[config.mk]
export PLATFORM = sky130hd
export DESIGN_NAME = window_gen_3x3_flat
export DESIGN_NICKNAME = d
export VERILOG_FILES = /design/src/rtl/window_gen_3x3_pkg.sv /design/src/rtl/window_gen_3x3_if.sv /design/src/rtl/window_gen_3x3_line_buffer.sv /design/src/rtl/window_gen_3x3.sv /design/src/flat_wrapper.sv
export SDC_FILE = /design/constraint.sdc
export NUM_CORES = 1
export LEC_CHECK = 0
export BUFFER_PORTS_ARGS = -buffer_cell sky130_fd_sc_hd__buf_2
export CAP_MARGIN = 40
export CORE_ASPECT_RATIO = 0.6
export CORE_MARGIN = 2
export CORE_UTILIZATION = 55
export CTS_BUF_LIST = sky130_fd_sc_hd__clkbuf_4 sky130_fd_sc_hd__clkbuf_8
export CTS_CLUSTER_DIAMETER = 50
export CTS_CLUSTER_SIZE = 20
export DETAILED_ROUTE_END_ITERATION = 10
export GPL_TIMING_DRIVEN = 0
export PLACE_DENSITY = 0.73
export SYNTH_ARGS = -nofsm -noshare
export SYNTH_HDL_FRONTEND = slang
export SYNTH_SLANG_ARGS = --single-unit
[constraint.sdc]
create_clock -name clk -period 5.21 [get_ports clk]
set_input_delay 1.042 -clock clk [delete_from_list [all_inputs] [get_ports clk]]
set_output_delay 1.042 -clock clk [all_outputs]
set_load 0.01 [all_outputs]
[src/rtl/window_gen_3x3_pkg.sv]
// Shared types and constants for the 3x3 streaming window generator.
// Window indices follow row-major order: top-left = 1, centre = 5, bottom-right = 9.
package wingen_pkg;

    typedef enum logic [0:0] {
        ST_IDLE = 1'b0,
        ST_RUN  = 1'b1
    } state_e;

    localparam int unsigned WIN_TL = 1;
    localparam int unsigned WIN_TM = 2;
    localparam int unsigned WIN_TR = 3;
    localparam int unsigned WIN_ML = 4;
    localparam int unsigned WIN_MM = 5;
    localparam int unsigned WIN_MR = 6;
    localparam int unsigned WIN_BL = 7;
    localparam int unsigned WIN_BM = 8;
    localparam int unsigned WIN_BR = 9;

endpackage

[src/rtl/window_gen_3x3_if.sv]
// Pixel-stream in / 3x3 window out bundle; frame_done exists only with WINGEN_FRAME_DONE_EN.
interface window_gen_3x3_if;

    logic sof;
    logic pix_valid;
    logic pix_in;
    logic win1;
    logic win2;
    logic win3;
    logic win4;
    logic win5;
    logic win6;
    logic win7;
    logic win8;
    logic win9;
    logic win_valid;
`ifdef WINGEN_FRAME_DONE_EN
    logic frame_done;
`endif

    modport master (
        output sof, pix_valid, pix_in,
        input  win1, win2, win3, win4, win5, win6, win7, win8, win9,
        input  win_valid
`ifdef WINGEN_FRAME_DONE_EN
        , input frame_done
`endif
    );

    modport slave (
        input  sof, pix_valid, pix_in,
        output win1, win2, win3, win4, win5, win6, win7, win8, win9,
        output win_valid
`ifdef WINGEN_FRAME_DONE_EN
        , output frame_done
`endif
    );

endinterface

[src/rtl/window_gen_3x3_line_buffer.sv]
// One-bit, DEPTH-deep row delay line: the addressed bit is read combinationally
// (old contents) while the same address is overwritten on the enabled edge.
module line_buffer
    import wingen_pkg::*;
#(
    parameter int unsigned DEPTH = 16,
    localparam int unsigned AW   = $clog2(DEPTH)
) (
    input  logic          clk,
    input  logic          rst_n,
    input  logic          we,
    input  logic [AW-1:0] addr,
    input  logic          wr_data,
    output logic          rd_data
);

    logic [DEPTH-1:0] mem_r;

    assign rd_data = mem_r[addr];

    // Storage bits, cleared by reset so stale data is deterministic.
    always_ff @(posedge clk or negedge rst_n) begin
        if (!rst_n) begin
            mem_r <= {DEPTH{1'b0}};
        end else if (we) begin
            mem_r[addr] <= wr_data;
        end
    end

endmodule

[src/rtl/window_gen_3x3.sv]
// Streaming 3x3 window generator over a binary raster stream (two row buffers + 3x3 shift window).
// Optional build macro WINGEN_FRAME_DONE_EN adds the frame_done pulse.
module window_gen_3x3
    import wingen_pkg::*;
#(
    parameter int unsigned IMG_W = 16,
    parameter int unsigned IMG_H = 16
) (
    input  logic               clk,
    input  logic               rst_n,
    window_gen_3x3_if.slave    bus
);

    localparam int unsigned COL_W = $clog2(IMG_W);
    localparam int unsigned ROW_W = $clog2(IMG_H);

    localparam logic [COL_W-1:0] COL_LAST = COL_W'(IMG_W - 1);
    localparam logic [ROW_W-1:0] ROW_LAST = ROW_W'(IMG_H - 1);
    localparam logic [COL_W-1:0] COL_TWO  = COL_W'(2);
    localparam logic [ROW_W-1:0] ROW_TWO  = ROW_W'(2);

    state_e             state_r;
    state_e             state_nxt_s;
    logic [COL_W-1:0]   col_r;
    logic [ROW_W-1:0]   row_r;
    logic [COL_W-1:0]   col_cur_s;
    logic [ROW_W-1:0]   row_cur_s;
    logic [COL_W-1:0]   col_nxt_s;
    logic [ROW_W-1:0]   row_nxt_s;
    logic               accept_s;
    logic               last_pix_s;
    logic               win_ok_s;
    logic               top_s;
    logic               mid_s;
    logic [WIN_BR:WIN_TL] win_r;
    logic               win_valid_r;

    // Acceptance and the position of the pixel being accepted; sof forces (0,0).
    always_comb begin
        accept_s  = 1'b0;
        col_cur_s = col_r;
        row_cur_s = row_r;
        if (bus.pix_valid && bus.sof) begin
            accept_s  = 1'b1;
            col_cur_s = {COL_W{1'b0}};
            row_cur_s = {ROW_W{1'b0}};
        end else if (bus.pix_valid && (state_r == ST_RUN)) begin
            accept_s  = 1'b1;
        end else begin
            accept_s  = 1'b0;
        end
        last_pix_s = (row_cur_s == ROW_LAST) && (col_cur_s == COL_LAST);
        win_ok_s   = accept_s && (row_cur_s >= ROW_TWO) && (col_cur_s >= COL_TWO);
    end

    // Raster counters for the next accepted pixel.
    always_comb begin
        col_nxt_s = col_r;
        row_nxt_s = row_r;
        if (accept_s) begin
            if (col_cur_s == COL_LAST) begin
                col_nxt_s = {COL_W{1'b0}};
                if (row_cur_s == ROW_LAST) begin
                    row_nxt_s = {ROW_W{1'b0}};
                end else begin
                    row_nxt_s = row_cur_s + ROW_W'(1);
                end
            end else begin
                col_nxt_s = col_cur_s + COL_W'(1);
                row_nxt_s = row_cur_s;
            end
        end else begin
            col_nxt_s = col_r;
            row_nxt_s = row_r;
        end
    end

    // Frame state: leaves RUN only after the bottom-right pixel is accepted.
    always_comb begin
        state_nxt_s = state_r;
        case (state_r)
            ST_IDLE: begin
                if (bus.pix_valid && bus.sof) begin
                    state_nxt_s = ST_RUN;
                end else begin
                    state_nxt_s = ST_IDLE;
                end
            end
            ST_RUN: begin
                if (accept_s && last_pix_s) begin
                    state_nxt_s = ST_IDLE;
                end else begin
                    state_nxt_s = ST_RUN;
                end
            end
            default: begin
                state_nxt_s = ST_IDLE;
            end
        endcase
    end

    // State and counter registers.
    always_ff @(posedge clk or negedge rst_n) begin
        if (!rst_n) begin
            state_r <= ST_IDLE;
            col_r   <= {COL_W{1'b0}};
            row_r   <= {ROW_W{1'b0}};
        end else begin
            state_r <= state_nxt_s;
            col_r   <= col_nxt_s;
            row_r   <= row_nxt_s;
        end
    end

    line_buffer #(.DEPTH(IMG_W)) u_l1 (
        .clk     (clk),
        .rst_n   (rst_n),
        .we      (accept_s),
        .addr    (col_cur_s),
        .wr_data (bus.pix_in),
        .rd_data (mid_s)
    );

    line_buffer #(.DEPTH(IMG_W)) u_l2 (
        .clk     (clk),
        .rst_n   (rst_n),
        .we      (accept_s),
        .addr    (col_cur_s),
        .wr_data (mid_s),
        .rd_data (top_s)
    );

    // Window shift register: columns move left, new right column is (L2, L1, pixel).
    always_ff @(posedge clk or negedge rst_n) begin
        if (!rst_n) begin
            win_r <= 9'b0;
        end else if (accept_s) begin
            win_r[WIN_TL] <= win_r[WIN_TM];
            win_r[WIN_TM] <= win_r[WIN_TR];
            win_r[WIN_TR] <= top_s;
            win_r[WIN_ML] <= win_r[WIN_MM];
            win_r[WIN_MM] <= win_r[WIN_MR];
            win_r[WIN_MR] <= mid_s;
            win_r[WIN_BL] <= win_r[WIN_BM];
            win_r[WIN_BM] <= win_r[WIN_BR];
            win_r[WIN_BR] <= bus.pix_in;
        end
    end

    // Single-cycle valid for fully in-image windows.
    always_ff @(posedge clk or negedge rst_n) begin
        if (!rst_n) begin
            win_valid_r <= 1'b0;
        end else begin
            win_valid_r <= win_ok_s;
        end
    end

    assign bus.win1      = win_r[WIN_TL];
    assign bus.win2      = win_r[WIN_TM];
    assign bus.win3      = win_r[WIN_TR];
    assign bus.win4      = win_r[WIN_ML];
    assign bus.win5      = win_r[WIN_MM];
    assign bus.win6      = win_r[WIN_MR];
    assign bus.win7      = win_r[WIN_BL];
    assign bus.win8      = win_r[WIN_BM];
    assign bus.win9      = win_r[WIN_BR];
    assign bus.win_valid = win_valid_r;

`ifdef WINGEN_FRAME_DONE_EN
    logic frame_done_r;

    // Pulse alongside the window completed by the bottom-right pixel.
    always_ff @(posedge clk or negedge rst_n) begin
        if (!rst_n) begin
            frame_done_r <= 1'b0;
        end else begin
            frame_done_r <= accept_s && last_pix_s;
        end
    end

    assign bus.frame_done = frame_done_r;
`endif

endmodule

[src/flat_wrapper.sv]
// flat-port wrapper written by rule: the top's interface ports become plain ports
module window_gen_3x3_flat import wingen_pkg::*;
#(
    parameter int unsigned IMG_W = 16,
    parameter int unsigned IMG_H = 16
)
  (clk, rst_n, bus_sof, bus_pix_valid, bus_pix_in, bus_win1, bus_win2, bus_win3, bus_win4, bus_win5, bus_win6, bus_win7, bus_win8, bus_win9, bus_win_valid);
  window_gen_3x3_if bus_i ();
  input  logic clk;
  input  logic rst_n;
  input wire logic [$bits(bus_i.sof)-1:0] bus_sof;
  input wire logic [$bits(bus_i.pix_valid)-1:0] bus_pix_valid;
  input wire logic [$bits(bus_i.pix_in)-1:0] bus_pix_in;
  output wire logic [$bits(bus_i.win1)-1:0] bus_win1;
  output wire logic [$bits(bus_i.win2)-1:0] bus_win2;
  output wire logic [$bits(bus_i.win3)-1:0] bus_win3;
  output wire logic [$bits(bus_i.win4)-1:0] bus_win4;
  output wire logic [$bits(bus_i.win5)-1:0] bus_win5;
  output wire logic [$bits(bus_i.win6)-1:0] bus_win6;
  output wire logic [$bits(bus_i.win7)-1:0] bus_win7;
  output wire logic [$bits(bus_i.win8)-1:0] bus_win8;
  output wire logic [$bits(bus_i.win9)-1:0] bus_win9;
  output wire logic [$bits(bus_i.win_valid)-1:0] bus_win_valid;
  assign bus_i.sof = bus_sof;
  assign bus_i.pix_valid = bus_pix_valid;
  assign bus_i.pix_in = bus_pix_in;
  assign bus_win1 = bus_i.win1;
  assign bus_win2 = bus_i.win2;
  assign bus_win3 = bus_i.win3;
  assign bus_win4 = bus_i.win4;
  assign bus_win5 = bus_i.win5;
  assign bus_win6 = bus_i.win6;
  assign bus_win7 = bus_i.win7;
  assign bus_win8 = bus_i.win8;
  assign bus_win9 = bus_i.win9;
  assign bus_win_valid = bus_i.win_valid;
  window_gen_3x3 #(.IMG_W(IMG_W), .IMG_H(IMG_H)) u_core (.clk(clk), .rst_n(rst_n), .bus(bus_i));
endmodule
==> results.md <==
- Yosys reg bits: 51
- Most area-consuming cells after synthesis: sky130_fd_sc_hd__dfrtp_1 (48%), sky130_fd_sc_hd__mux2_2 (12%), sky130_fd_sc_hd__nand2_1 (4.1%)
- Worst Path Arrival: 2.77 ns
- Areal power density over the cells: 416 mW/mm^2
- Max-slew violation count: 0
- Source-to-sink clock delay at the later pin of the worst-skew pair: 0.30 ns
- Area growth from synthesis to layout: 9.60%
- Slowest cell on the critical path: sky130_fd_sc_hd__mux2_2
- Maximum capacitance violations: 0
- Post-synthesis sequential area ratio: 47.6%
- Period utilization: 49.4%
- Initial Utilization: 57.9%
- I/O pin count: 15
- Storage element area: 0.00128 mm^2
- CTS clock-pin slew for the worst setup and hold paths: 0.09 ns
- Count of yosys warnings during synthesis: 0
- Detailed Route WL: 5820 um
- Core Rows: 19
- Net count after synthesis: 248
- Cells resized by post-CTS repair: 0
- Worst hold-check slack: 0.480 ns
- Die Span Y: 58.1 um
- Total number of clock tree sinks: 51
- Family with the most delay on the worst path: compound AO/OA/AOI/OAI gates
- Iteration count of the initial detailed-routing pass: 4
- Final number of hold-violating endpoints: 0
- Crit path buf inv count: 3
- Depth of the worst register-to-register path: 7
- Remaining routing DRC violations: 0
- Endpoint required time on the critical path: 5.41 ns
- RSZ-0062 raised after global routing: no
- Clock Path Buffers: 2
- Initial detailed-routing violation count: 162
- Half-perimeter wire length of the detailed placement result: 4230 um
- Worst-case headroom to the max-slew limit: 60.2%
- CTS buffer count: 5
- Multi-input gate area in the final layout: 0.00127 mm^2
- Post-synthesis cell type with the largest combined area: sky130_fd_sc_hd__dfrtp_1
- Mapped Area: 0.00268 mm^2
- Critical path launch point type: input pin
- Worst min path class: reg -> reg
- Die Width: 94.2 um
- Finish-stage setup viols: 0
- GRT Total Usage: 24.7%
- VDD IR max: 0.216 mV
- Maximum number of pins on one net before global-route repair: 27
- Total leakage power: 0.00134 uW
- Hold wc startpoint: u_core.win_r[4]
- Count of cells along the worst hold path: 2
- Clock tree from TritonCTS: yes
- First-pass GRT wire length: 10100 um
- Number of nets with antenna violations after routing: 0
- Share of async-settable or async-resettable flops after synthesis: 100%
- Clock root buffer: sky130_fd_sc_hd__clkbuf_8
- Via/cell ratio: 5.80
- Final RePlAce weighted congestion: 0.892
- Worst path most repeated cell: sky130_fd_sc_hd__buf_6
- Count of fill cells added during filler insertion: 405
- Largest stage delay, worst path: 0.38 ns
- Detail-routed net length per standard cell: 18.0 um
- Proportion of layout cells with a drive suffix above 1: 30.4%
- Total die area: 0.00547 mm^2
- Residual overflow from global routing: 0
- Final TNS setup: 0 ns
- CTS H-tree lvls: 2
- Yosys cell types: 54
- Cells traversed along the worst timing path: buf_6, buf_6, a21bo_2, inv_1, ha_1, o211ai_2, nor3_1, mux2_2
- Worst reg-to-reg setup slack: 3.01 ns
- Final nets: 268
- Area share of the largest cell type after synthesis: 47.6%
- Most common cell after layout, fill and taps aside: sky130_fd_sc_hd__dfrtp_1
- Max Fclk: 0.389 GHz
- Syn avg cell area: 11.2 um^2
- Minimum clock period after layout: 2.57 ns
- Buffers added on ports: 12
- Largest fanout on the critical path: 10
- Most frequent cells in the layout: sky130_fd_sc_hd__dfrtp_1 (51), sky130_fd_sc_hd__nand2_1 (29), sky130_fd_sc_hd__mux2_2 (29)
- Number of antenna cells inserted: 0
- Vias in the first global route: 1933
- Post-CTS setup-driven buffer insertion count: 0
- WHS Endpoint: u_core.win_r[4]
- Antenna violations before repair: 0
- Number of standard cells after synthesis: 239
- Number of flops mapped to enable cells by yosys: 0
- RR Endpoint: u_core.u_l1.mem_r[7]
- Vias: 1872
- Slew of the pin with the lowest slew margin: 0.597 ns
- Commonest register cell after synthesis: sky130_fd_sc_hd__dfrtp_1
- Number of hold buffers added after CTS: 0
- Run status: finished clean
- Worst clock skew: 0.00901 ns
- Type of the worst setup path: in -> reg
- R2R Path Start: u_core.col_r[1]
- Type of element capturing the critical path: register
- Placeable core area: 0.00464 mm^2
worst reg2reg max path: stages, from the launching register on:
cell and delay [ns]:
sky130_fd_sc_hd__dfrtp_1 0.41, sky130_fd_sc_hd__buf_6 0.18, sky130_fd_sc_hd__a21bo_2 0.29, sky130_fd_sc_hd__inv_1 0.09, sky130_fd_sc_hd__ha_1 0.23, sky130_fd_sc_hd__o211ai_2 0.19, sky130_fd_sc_hd__nor3_1 0.34, sky130_fd_sc_hd__mux2_2 0.38
power breakdown:
part           switching (uW)  internal [uW]
clock network             125            114
registers                63.2            495
logic                     230            195
logic make-up (layout without fill, tap and decap cells):
logic type,after synthesis,after routing,share of synthesized area [%]
simple gates,79,79,14.7
compound gates,46,46,14.5
mux,35,35,14.9
flops,51,51,47.6
fa+ha+maj,4,4,1.86
buf+inv,20,41,5.17
xor+xnor,4,4,1.31
through the flow:
stage	worst slack, ns	utilization, %	instance area [um^2]	instances	total power (uW)
after global placement	2.37	60.9	2820	314	973
after global routing	2.56	63.5	2940	323	1310
after detailed placement	2.38	61.3	2840	315	989
final	2.64	63.5	2940	323	1220
after floorplan	2.60	-	2680	239	867
after CTS	2.69	63.5	2940	323	1230
area by class of cell:
class	instances	share of cell area [%]
flip-flops and latches	51	43.4
multi-input cells	168	43.1
plain buffers	16	4.21
clock buffers	7	3.06
repair buffers	13	2.72
well taps	63	2.68
inverters	4	0.510
clock inverters	1	0.298
registers in the layout, summed over array words and instances, names as in the netlist:
signal / flops
u_core.u_l1.mem_r: 16
u_core.u_l2.mem_r: 16
u_core.win_r: 9
u_core.col_r: 4
u_core.row_r: 4
u_core.bus.win_valid: 1
u_core.state_r: 1
layer usage:
metal	track usage [%]	up-vias	part of all wire, %	wire [um]
li1	-	894	-	-
met1	37.9	924	50	2890
met2	35.6	46	43	2500
met3	5.72	8	6.0	349
met4	6.00	0	1.3	78
met5	0	-	0	0
cell usage after synthesis (2+ instances only):
| library cell | n |
|---|---|
| sky130_fd_sc_hd__and2_1 | 5 |
| sky130_fd_sc_hd__xnor2_1 | 2 |
| sky130_fd_sc_hd__a2bb2oi_1 | 3 |
| sky130_fd_sc_hd__nor3_1 | 6 |
| sky130_fd_sc_hd__nand2b_1 | 2 |
| sky130_fd_sc_hd__o21ai_0 | 5 |
| sky130_fd_sc_hd__dfrtp_1 | 51 |
| sky130_fd_sc_hd__o22ai_1 | 2 |
| sky130_fd_sc_hd__nor2_1 | 21 |
| sky130_fd_sc_hd__buf_6 | 7 |
| sky130_fd_sc_hd__buf_4 | 2 |
| sky130_fd_sc_hd__nand2_1 | 29 |
| sky130_fd_sc_hd__a21oi_1 | 4 |
| sky130_fd_sc_hd__o211ai_1 | 3 |
| sky130_fd_sc_hd__nor4b_1 | 2 |
| sky130_fd_sc_hd__inv_1 | 4 |
| sky130_fd_sc_hd__a31oi_1 | 8 |
| sky130_fd_sc_hd__clkbuf_1 | 3 |
| sky130_fd_sc_hd__a21bo_2 | 2 |
| sky130_fd_sc_hd__nand4_1 | 3 |
| sky130_fd_sc_hd__mux2i_1 | 5 |
| sky130_fd_sc_hd__nor3b_1 | 2 |
| sky130_fd_sc_hd__ha_1 | 4 |
| sky130_fd_sc_hd__a21boi_4 | 2 |
| sky130_fd_sc_hd__mux2_2 | 29 |
| sky130_fd_sc_hd__a211oi_1 | 2 |
| sky130_fd_sc_hd__xor2_1 | 2 |
| sky130_fd_sc_hd__buf_2 | 3 |
worst max-delay path by stage:
stage | startpoint | to | slack (ns) | cells past startpoint
2_1_floorplan | bus_pix_valid | u_core.u_l1.mem_r[15] | 2.60 | 8
3_3_place_gp | bus_pix_valid | u_core.u_l1.mem_r[7] | 2.37 | 8
3_5_place_dp | bus_pix_valid | u_core.u_l1.mem_r[7] | 2.38 | 8
4_1_cts | bus_pix_valid | u_core.u_l1.mem_r[7] | 2.69 | 8
5_1_grt | bus_pix_valid | u_core.u_l1.mem_r[7] | 2.56 | 8
6_report | bus_pix_valid | u_core.u_l1.mem_r[7] | 2.64 | 8
(Power assumes the default switching activity.)
